## src/rtl/cache_core_ctrl_pkg.sv

```systemverilog
// Shared cache types: address fields, word/line payloads, and controller states.
package cache_core_ctrl_pkg;

  localparam int unsigned TAG_W    = 8;
  localparam int unsigned INDEX_W  = 4;
  localparam int unsigned OFFSET_W = 2;
  localparam int unsigned WORD_W   = 32;
  localparam int unsigned LINE_W   = 128;
  localparam int unsigned BE_W     = 4;
  localparam int unsigned ADDR_W   = TAG_W + INDEX_W + OFFSET_W;

  typedef logic [TAG_W-1:0]    addr_tag;
  typedef logic [INDEX_W-1:0]  addr_index;
  typedef logic [OFFSET_W-1:0] addr_offset;
  typedef logic [WORD_W-1:0]   word;
  typedef logic [LINE_W-1:0]   line;

  // Word address as seen on the core bus.
  typedef struct packed {
    addr_tag    tag;
    addr_index  index;
    addr_offset offset;
  } core_addr;

  typedef enum logic [1:0] {
    IDLE   = 2'd0,
    LOOKUP = 2'd1,
    FILL   = 2'd2,
    RESP   = 2'd3
  } ctrl_state;

  // Select one word out of a line.
  function automatic word line_word(line l, addr_offset off);
    return l[32'(off)*WORD_W +: WORD_W];
  endfunction

endpackage

```

## src/rtl/cache_core_ctrl_if.sv

```systemverilog
// Avalon-style core request bus.
//   master: the core (drives address/read/write/lock/writedata/byteenable)
//   slave : the cache controller (drives waitrequest/readdata)
interface cache_core_ctrl_if;
  import cache_core_ctrl_pkg::*;

  core_addr        address;
  logic            read;
  logic            write;
  logic            lock;
  word             writedata;
  logic [BE_W-1:0] byteenable;
  logic            waitrequest;
  word             readdata;

  modport master (
    output address, read, write, lock, writedata, byteenable,
    input  waitrequest, readdata
  );

  modport slave (
    input  address, read, write, lock, writedata, byteenable,
    output waitrequest, readdata
  );

endinterface

```

## src/rtl/cache_core_ctrl_line_merge.sv

```systemverilog
// Byte-lane merge of one word into a cache line.
//   base       : original line
//   data       : word to merge
//   offset     : word position within the line
//   byteenable : lanes of data that replace the original bytes
//   merged     : resulting line
module cache_line_merge
  import cache_core_ctrl_pkg::*;
(
  input  line             base,
  input  word             data,
  input  addr_offset      offset,
  input  logic [BE_W-1:0] byteenable,
  output line             merged
);

  localparam int unsigned BYTE_W = 8;

  always_comb begin
    merged = base;
    for (int unsigned b = 0; b < BE_W; b++) begin
      if (byteenable[b]) begin
        merged[32'(offset)*WORD_W + b*BYTE_W +: BYTE_W] = data[b*BYTE_W +: BYTE_W];
      end
    end
  end

endmodule

```

## src/rtl/cache_core_ctrl.sv

```systemverilog
// Core-side request sequencer for a private cache in front of the exclusive
// monitor: tag lookup, fill request on miss, write merge, ldrex/strex strobes.
//   clk, rst          : clock, synchronous active-high reset
//   core              : Avalon core bus (slave side)
//   cache_index       : array index (incoming index in IDLE, latched after)
//   cache_tag_rd/cache_valid_rd/data_rd : array read data, 1-cycle latency
//   cache_write/cache_data_wr : array write strobe and line
//   fill_req/fill_done: miss handshake with the fill unit
//   mon_*             : latched request presented to the monitor
//   monitor_acquire/release/fail : exclusive strobes
//   monitor_update/monitor_commit: monitor-merged line and store grant
module cache_core_ctrl
  import cache_core_ctrl_pkg::*;
(
  input  logic       clk,
  input  logic       rst,
  cache_core_ctrl_if.slave core,
  output addr_index  cache_index,
  input  addr_tag    cache_tag_rd,
  input  logic       cache_valid_rd,
  input  line        data_rd,
  output logic       cache_write,
  output line        cache_data_wr,
  output logic       fill_req,
  input  logic       fill_done,
  output addr_tag    mon_tag,
  output addr_index  mon_index,
  output addr_offset mon_offset,
  output logic       mon_lock,
  output word        mon_writedata,
  output logic       monitor_acquire,
  output logic       monitor_release,
  output logic       monitor_fail,
  input  line        monitor_update,
  input  logic       monitor_commit
);

  ctrl_state       state, state_nx;
  core_addr        req_addr;
  logic            req_write;
  logic            req_lock;
  word             req_wdata;
  logic [BE_W-1:0] req_be;
  word             readdata_q;
  logic            ex_fail;

  logic accept;
  logic hit;
  logic load_word;
  logic fail_set;
  logic wait_c;
  line  merged_line;

  assign accept = (state == IDLE) && (core.read || core.write);
  assign hit    = cache_valid_rd && (cache_tag_rd == req_addr.tag);

  // Index goes out in IDLE so the synchronous array has data ready in LOOKUP.
  assign cache_index = (state == IDLE) ? core.address.index : req_addr.index;

  assign core.waitrequest = wait_c;
  assign core.readdata    = readdata_q;
  assign mon_tag          = req_addr.tag;
  assign mon_index        = req_addr.index;
  assign mon_offset       = req_addr.offset;
  assign mon_lock         = req_lock;
  assign mon_writedata    = req_wdata;

  cache_line_merge u_merge (
    .base       (data_rd),
    .data       (req_wdata),
    .offset     (req_addr.offset),
    .byteenable (req_be),
    .merged     (merged_line)
  );

  // State and request latch.
  always_ff @(posedge clk) begin
    if (rst) begin
      state      <= IDLE;
      req_addr   <= '0;
      req_write  <= 1'b0;
      req_lock   <= 1'b0;
      req_wdata  <= '0;
      req_be     <= '0;
      readdata_q <= '0;
      ex_fail    <= 1'b0;
    end else begin
      state <= state_nx;
      if (accept) begin
        req_addr  <= core.address;
        req_write <= core.write;  // write wins over a simultaneous read
        req_lock  <= core.lock;
        req_wdata <= core.writedata;
        req_be    <= core.byteenable;
      end
      if (load_word) begin
        readdata_q <= line_word(data_rd, req_addr.offset);
      end
      if (state == LOOKUP) begin
        ex_fail <= fail_set;
      end
    end
  end

  // Next state and strobes; everything idles while rst is high.
  always_comb begin
    state_nx        = state;
    wait_c          = 1'b1;
    fill_req        = 1'b0;
    cache_write     = 1'b0;
    cache_data_wr   = '0;
    monitor_acquire = 1'b0;
    monitor_release = 1'b0;
    monitor_fail    = 1'b0;
    load_word       = 1'b0;
    fail_set        = 1'b0;
    if (!rst) begin
      case (state)
        IDLE: begin
          if (accept) state_nx = LOOKUP;
        end
        LOOKUP: begin
          if (!hit) begin
            state_nx = FILL;
          end else begin
            state_nx = RESP;
            if (!req_write) begin
              load_word       = 1'b1;
              monitor_acquire = req_lock;
            end else if (!req_lock) begin
              cache_write   = 1'b1;
              cache_data_wr = merged_line;
            end else if ((req_be == '1) && monitor_commit) begin
              cache_write     = 1'b1;
              cache_data_wr   = monitor_update;
              monitor_release = 1'b1;
            end else begin
              fail_set = 1'b1;
            end
          end
        end
        FILL: begin
          fill_req = 1'b1;
          if (fill_done) state_nx = LOOKUP;  // re-read the freshly installed line
        end
        RESP: begin
          wait_c       = 1'b0;
          monitor_fail = ex_fail;
          state_nx     = IDLE;
        end
        default: state_nx = IDLE;
      endcase
    end
  end

endmodule

```

## src/flat_wrapper.sv

```systemverilog
// flat-port wrapper written by rule: the top's interface ports become plain ports
module cache_core_ctrl_flat import cache_core_ctrl_pkg::*;
  (clk, rst, cache_index, cache_tag_rd, cache_valid_rd, data_rd, cache_write, cache_data_wr, fill_req, fill_done, mon_tag, mon_index, mon_offset, mon_lock, mon_writedata, monitor_acquire, monitor_release, monitor_fail, monitor_update, monitor_commit, core_address, core_read, core_write, core_lock, core_writedata, core_byteenable, core_waitrequest, core_readdata);
  cache_core_ctrl_if core_i ();
  input  logic clk;
  input  logic rst;
  output addr_index cache_index;
  input  addr_tag cache_tag_rd;
  input  logic cache_valid_rd;
  input  line data_rd;
  output logic cache_write;
  output line cache_data_wr;
  output logic fill_req;
  input  logic fill_done;
  output addr_tag mon_tag;
  output addr_index mon_index;
  output addr_offset mon_offset;
  output logic mon_lock;
  output word mon_writedata;
  output logic monitor_acquire;
  output logic monitor_release;
  output logic monitor_fail;
  input  line monitor_update;
  input  logic monitor_commit;
  input wire logic [$bits(core_i.address)-1:0] core_address;
  input wire logic [$bits(core_i.read)-1:0] core_read;
  input wire logic [$bits(core_i.write)-1:0] core_write;
  input wire logic [$bits(core_i.lock)-1:0] core_lock;
  input wire logic [$bits(core_i.writedata)-1:0] core_writedata;
  input wire logic [$bits(core_i.byteenable)-1:0] core_byteenable;
  output wire logic [$bits(core_i.waitrequest)-1:0] core_waitrequest;
  output wire logic [$bits(core_i.readdata)-1:0] core_readdata;
  assign core_i.address = core_address;
  assign core_i.read = core_read;
  assign core_i.write = core_write;
  assign core_i.lock = core_lock;
  assign core_i.writedata = core_writedata;
  assign core_i.byteenable = core_byteenable;
  assign core_waitrequest = core_i.waitrequest;
  assign core_readdata = core_i.readdata;
  cache_core_ctrl u_core (.clk(clk), .rst(rst), .core(core_i), .cache_index(cache_index), .cache_tag_rd(cache_tag_rd), .cache_valid_rd(cache_valid_rd), .data_rd(data_rd), .cache_write(cache_write), .cache_data_wr(cache_data_wr), .fill_req(fill_req), .fill_done(fill_done), .mon_tag(mon_tag), .mon_index(mon_index), .mon_offset(mon_offset), .mon_lock(mon_lock), .mon_writedata(mon_writedata), .monitor_acquire(monitor_acquire), .monitor_release(monitor_release), .monitor_fail(monitor_fail), .monitor_update(monitor_update), .monitor_commit(monitor_commit));
endmodule
```

## config.mk

```make
export PLATFORM = sky130hd
export DESIGN_NAME = cache_core_ctrl_flat
export DESIGN_NICKNAME = d
export VERILOG_FILES = /design/src/rtl/cache_core_ctrl_pkg.sv /design/src/rtl/cache_core_ctrl_if.sv /design/src/rtl/cache_core_ctrl_line_merge.sv /design/src/rtl/cache_core_ctrl.sv /design/src/flat_wrapper.sv
export SDC_FILE = /design/constraint.sdc
export NUM_CORES = 1
export LEC_CHECK = 0
export BUFFER_PORTS_ARGS = -buffer_cell sky130_fd_sc_hd__buf_2
export CORE_AREA = 8 8 203 205
export DETAILED_ROUTE_END_ITERATION = 6
export DIE_AREA = 0 0 211 213
export GPL_TIMING_DRIVEN = 0
export PLACE_DENSITY = 0.53
export REMOVE_ABC_BUFFERS = 1
export SYNTH_ARGS = -nofsm -noshare
export SYNTH_HDL_FRONTEND = slang
export SYNTH_SLANG_ARGS = --single-unit
```

## constraint.sdc

```tcl
create_clock -name clk -period 3 [get_ports clk]
set_clock_uncertainty 0.2 [all_clocks]
set_input_delay 0.15 -clock clk [delete_from_list [all_inputs] [get_ports clk]]
set_output_delay 0.15 -clock clk [all_outputs]
set_load 0.1 [all_outputs]
```

Word level (Yosys, flattened, before mapping):

Index checks and enable logic that the tools add are counted.
W data, S select, Z words.

* $add $sub $neg: 7
* eq/ne operators: 7
* shift-type cells: 9
* multiplexer cells: 48
* reductions and logical operators: 6

Operators by type and width (count)
* $mux W128: 10
* $bwmux W128: 4
* $shift A8 B34 Y128 const A: 4
* $shiftx A8 B34 Y128: 4
* $shiftx A128 B8 Y32: 1
* $neg A8 Y34: 3
* $neg A7 Y34: 1
* $mux W1: 30
* $add A7 B5 Y8 const B: 2
* $add A7 B4 Y8 const B: 1
* $eq A8 B8 Y1: 1
* $pmux W2 S4: 1
* $eq A2 B2 Y1 const B: 2
* $eq A4 B4 Y1 const B: 1
* $mux W2: 2
* $mux W4: 1
* $logic_and A1 B1 Y1: 3
* $eq A2 B1 Y1 const B: 1
* $logic_not A2 Y1: 1
* $ne A2 B1 Y1 const B: 1
* $ne A2 B2 Y1 const B: 1
* $reduce_and A2 Y1: 1
* $logic_or A1 B1 Y1: 1

* register bits after elaboration: 87
* input port bits: 322
* output and inout bits: 217
* word-level logic and storage cells: 87

Longest topological paths before layout:

* depth after elaboration: 15
* depth in mapped cells: 10
* mapped depth without buffers: 7

Hierarchy:

A second synthesis with hierarchy kept.

* cell total of the unflattened synthesis: 990
* area total of the unflattened synthesis: 7883.8 um^2

By module, submodules not included
* cache_core_ctrl: times used 1, cells each 719, area an instance 5710.5 um^2, sequential area each 1741.7 um^2
* cache_line_merge: times used 1, cells each 271, area an instance 2173.3 um^2, sequential area each 0.0 um^2

Worst setup path after synthesis:

No wires, ideal clock.

* kind: flip-flop to output port
* start point: register u_core.req_addr (netlist bit u_core.mon_offset[1])
* end point: output cache_data_wr[0]
* data arrival time: 4.404 ns
* required time: 2.650 ns
* setup slack: -1.754 ns
* stages on the path, launching flop included: 9
* path buffers: 2
* path through: dfxtp_1 > buf_1 > buf_1 > inv_1 > ha_1 > nor3_1 > a22o_1 > nand2_1 > a21oi_1

* word-level cells in the longest chain between the ends: 15
* elaborated cells between the ends (all ways): 28
* classes of those cells: 7 x add/sub; 8 x shift; 13 x mux

Ends and longest elaborated chain
* from (decl): line cache_core_ctrl.sv:39 `core_addr req_addr;`
* from (signal assigned): line cache_core_ctrl.sv:90 `req_addr <= core.address;`
* branches (longest 9 deep; another with $neg A8 Y34)
* $mux W128 (*): line cache_core_ctrl_line_merge.sv:22 `if (byteenable[b]) begin`
* $mux W128 (*): line cache_core_ctrl.sv:130 `end else if (!req_lock) begin`
* $mux W128 (*): line cache_core_ctrl.sv:127 `if (!req_write) begin`
* $mux W128 (*): line cache_core_ctrl.sv:123 `if (!hit) begin`
* $mux W128 (*): line cache_core_ctrl.sv:118 `case (state)`
* $mux W128 (*): line cache_core_ctrl.sv:117 `if (!rst) begin`
* to (decl): line flat_wrapper.sv:12 `output line cache_data_wr;`

Mark *: on every way between the ends.

Final worst setup path:

* start point: register u_core.state[1]
* end point: output cache_data_wr[114]

* word-level cells in the longest chain between the ends: 3

Ends and longest elaborated chain
* from (decl): line cache_core_ctrl.sv:38 `ctrl_state state, state_nx;`
* from (signal assigned): line cache_core_ctrl.sv:88 `state <= state_nx;`
* $eq A2 B1 Y1: line cache_core_ctrl.sv:118
* $mux W128: line cache_core_ctrl.sv:118
* $mux W128: line cache_core_ctrl.sv:117

Every way passes these cells.

==> summary.json <==
{
  "globalRouteTotalUtil_pct": 19.5,
  "irDropWorstVdd_mv": 0.312,
  "critPathCaptureType": "output port",
  "setup_viol": 0,
  "design.final.nets": 1863,
  "place.port_buffers": 538,
  "grt_max_degree": 79,
  "overflow": 0,
  "detail_route.first_pass.iterations": 5,
  "synth_area_leader_cell": "sky130_fd_sc_hd__dfxtp_1",
  "syn2layout_area_growth_pct": 86.2,
  "timing_max_transition_violations_final": 0,
  "number_of_buffers_created_by_cts": 9,
  "synth_area_um2": 7090,
  "tritoncts": "done",
  "avgRoutedWirePerCell_um": 23.3,
  "layout.cells.most_common": "sky130_fd_sc_hd__buf_2",
  "critical_path.max_fanout": 7,
  "numClockSinks": 87,
  "timing.hold.worst.class": "in2reg",
  "mean_post_synth_cell_area_um2": 7.48,
  "cts_htree_levels": 3,
  "cts.reportedPaths.clkPinSlew_ns": 0.07,
  "cts_buffer_depth": 2,
  "initial_utilization_pct": 18.6,
  "grt_first_pass_wirelength_mm": 66.2,
  "post_synth_inst_count": 948,
  "timing.final.hold_violations": 0,
  "synth_sequential_area_ratio_pct": 24.6,
  "place_hpwl_mm": 33.6,
  "antenna_left": 0,
  "dpl.cell_count": 1941,
  "worst_slew_pin_slew_ns": 0.733,
  "finalWirelength_mm": 47.9,
  "final_min_period_over_clock_period_pct": 98.1,
  "antenna_found_initial": 0,
  "timing.max_cap.violations": 0,
  "drt_first_iter_violations": 942,
  "first_global_vias": 10345,
  "setup_tns_ns": 0,
  "synth.distinct_cells": 34,
  "worst_hold_slack_ns": 0.0452,
  "netlist.area_leader.share_pct": 24.6,
  "dieHeight_um": 213,
  "detail_route.vias_per_cell": 4.93,
  "finalNonFillerCells": 2058,
  "num_io_pins": 539,
  "fp-row-count": 72,
  "max_clock_freq_mhz": 340,
  "antennaDiodeCount": 0,
  "ys_ff_latch": 87,
  "share_of_post_route_cells_with_drive_strength_above_1_pct": 47.7,
  "post_dp_cell_area_um2": 10500,
  "design.die.area_um2": 44900,
  "report.power.total_mw": 4.31,
  "required_ns": 2.65,
  "cp.arrival_ns": 2.59,
  "clkLatencyLatePin_ns": 0.37,
  "netlist_top_cells_area": "sky130_fd_sc_hd__dfxtp_1, sky130_fd_sc_hd__a22o_1, sky130_fd_sc_hd__nand2_1",
  "top_library_cells_by_usage_in_the_layout_fill_and_taps_aside": "sky130_fd_sc_hd__buf_2, sky130_fd_sc_hd__nand2_1, sky130_fd_sc_hd__a22o_1, sky130_fd_sc_hd__nor2_1, sky130_fd_sc_hd__a21oi_1",
  "grt_setup_unrepaired": "true",
  "slew-limit-headroom_pct": 51.0,
  "cellPowerDensity_nw_per_um2": 326,
  "layout.core_utilization_pct": 34.7,
  "setup_ws_ns": 0.0578,
  "drt_drc_violations_left": 0,
  "period_minus_slack_ns": 2.94,
  "yosys_warnings": 0,
  "die_width_um": 211,
  "core_area_um2": 38100,
  "pre_cts_setup_slack_ns": -1.34,
  "leakagePower_nw": 5.92,
  "critPathKind": "reg2out",
  "gp_congestion": 0.890,
  "result_of_the_run": "complete, no violations",
  "post-route-cell-area_um2": 13200,
  "cts_root_buf": "sky130_fd_sc_hd__clkbuf_16",
  "vias": 10153,
  "crit_path_start_kind": "flop"
}
==> worst paths after layout <==
kind	from	slack, ns	to	depth (start not counted)
max	u_core.state[1]	0.06	cache_data_wr[114]	10
min reg2reg	u_core.mon_index[0]	0.28	u_core.mon_index[0]	2
min	data_rd[27]	0.05	u_core.core.readdata[27]	4
max reg2reg	u_core.state[0]	0.27	u_core.mon_writedata[13]	6
==> cells in the mapped netlist (all sizes together) <==
library cell and number:
nand2 235, a22o 128, nor2 116, a21oi 109
dfxtp 87, a22oi 73, clkbuf 59, mux2i 32
mux4 32, buf 21, nor3 7, inv 6
xnor2 6, ha 5, nor2b 5, mux2 4
nand2b 4, nand3b 3, and3 2, and4 2
nand3 2, nor4 2, o21ai 2, a2111o 1
and4b 1, nor3b 1, o21a 1, o21ba 1
o221ai 1
==> what timing repair did <==
| action | 4_1_cts | 5_1_grt |
|---|---|---|
| setup endpoints to repair | 131 | 115 |
| gates resized for setup | 222 | 137 |
| hold endpoints to repair | 68 | 0 |
| buffers inserted | 31 | 6 |
| pin swaps | 15 | 4 |
| hold buffers | 57 | 0 |
| cloned | 2 | 6 |
==> state kept, by name, summed over array words and instances (netlist names) <==
register	flops
u_core.core.readdata	32
u_core.ex_fail	1
u_core.mon_index	4
u_core.mon_lock	1
u_core.mon_offset	2
u_core.mon_tag	8
u_core.mon_writedata	32
u_core.req_be	4
u_core.req_write	1
u_core.state	2
==> metal layers <==
layer | routed length, um | GRT usage [%] | vias to the layer above | share of wire (%)
li1 | - | - | 4646 | -
met1 | 19400 | 23.7 | 4851 | 40
met2 | 23000 | 32.9 | 594 | 48
met3 | 4130 | 4.87 | 62 | 8.6
met4 | 1330 | 7.07 | 0 | 2.8
met5 | 0 | 0 | - | 0
==> area by class of cell <==
class | count | area [um^2]
clock buffer | 11 | 233
clock inverter | 4 | 47.5
fill | 4003 | 24900
sequential | 87 | 1760
multi-input combinational | 776 | 5550
tap | 518 | 648
inverter | 6 | 27.5
timing repair buffer | 656 | 4950
==> report_power, final <==
group | switching (mW) | internal [mW]
sequential | 0.113 | 1.22
combinational | 1.13 | 0.663
clock | 0.545 | 0.641
==> worst max-delay path, stage by stage (launching register included) <==
cell and delay, ns:
sky130_fd_sc_hd__dfxtp_2 0.34, sky130_fd_sc_hd__nand2b_4 0.15, sky130_fd_sc_hd__a2111o_1 0.40, sky130_fd_sc_hd__nor4_4 0.16, sky130_fd_sc_hd__nand3b_1 0.12, sky130_fd_sc_hd__buf_6 0.17, sky130_fd_sc_hd__buf_16 0.15, sky130_fd_sc_hd__buf_16 0.15
sky130_fd_sc_hd__clkbuf_16 0.19, sky130_fd_sc_hd__a21oi_4 0.17, sky130_fd_sc_hd__buf_12 0.20
==> cells by family after synthesis <==
kind of cell             after synthesis  synth area share, %
AO/OA/AOI/OAI                        316                 31.9
adder cells (fa/ha/maj)                5                0.882
flip-flops                            87                 24.6
buffers and inverters                 86                 5.10
XOR/XNOR                               6                0.741
multiplexers                          68                 15.3
AND/OR/NAND/NOR                      380                 21.5
Power figures use the tool's default switching activity.
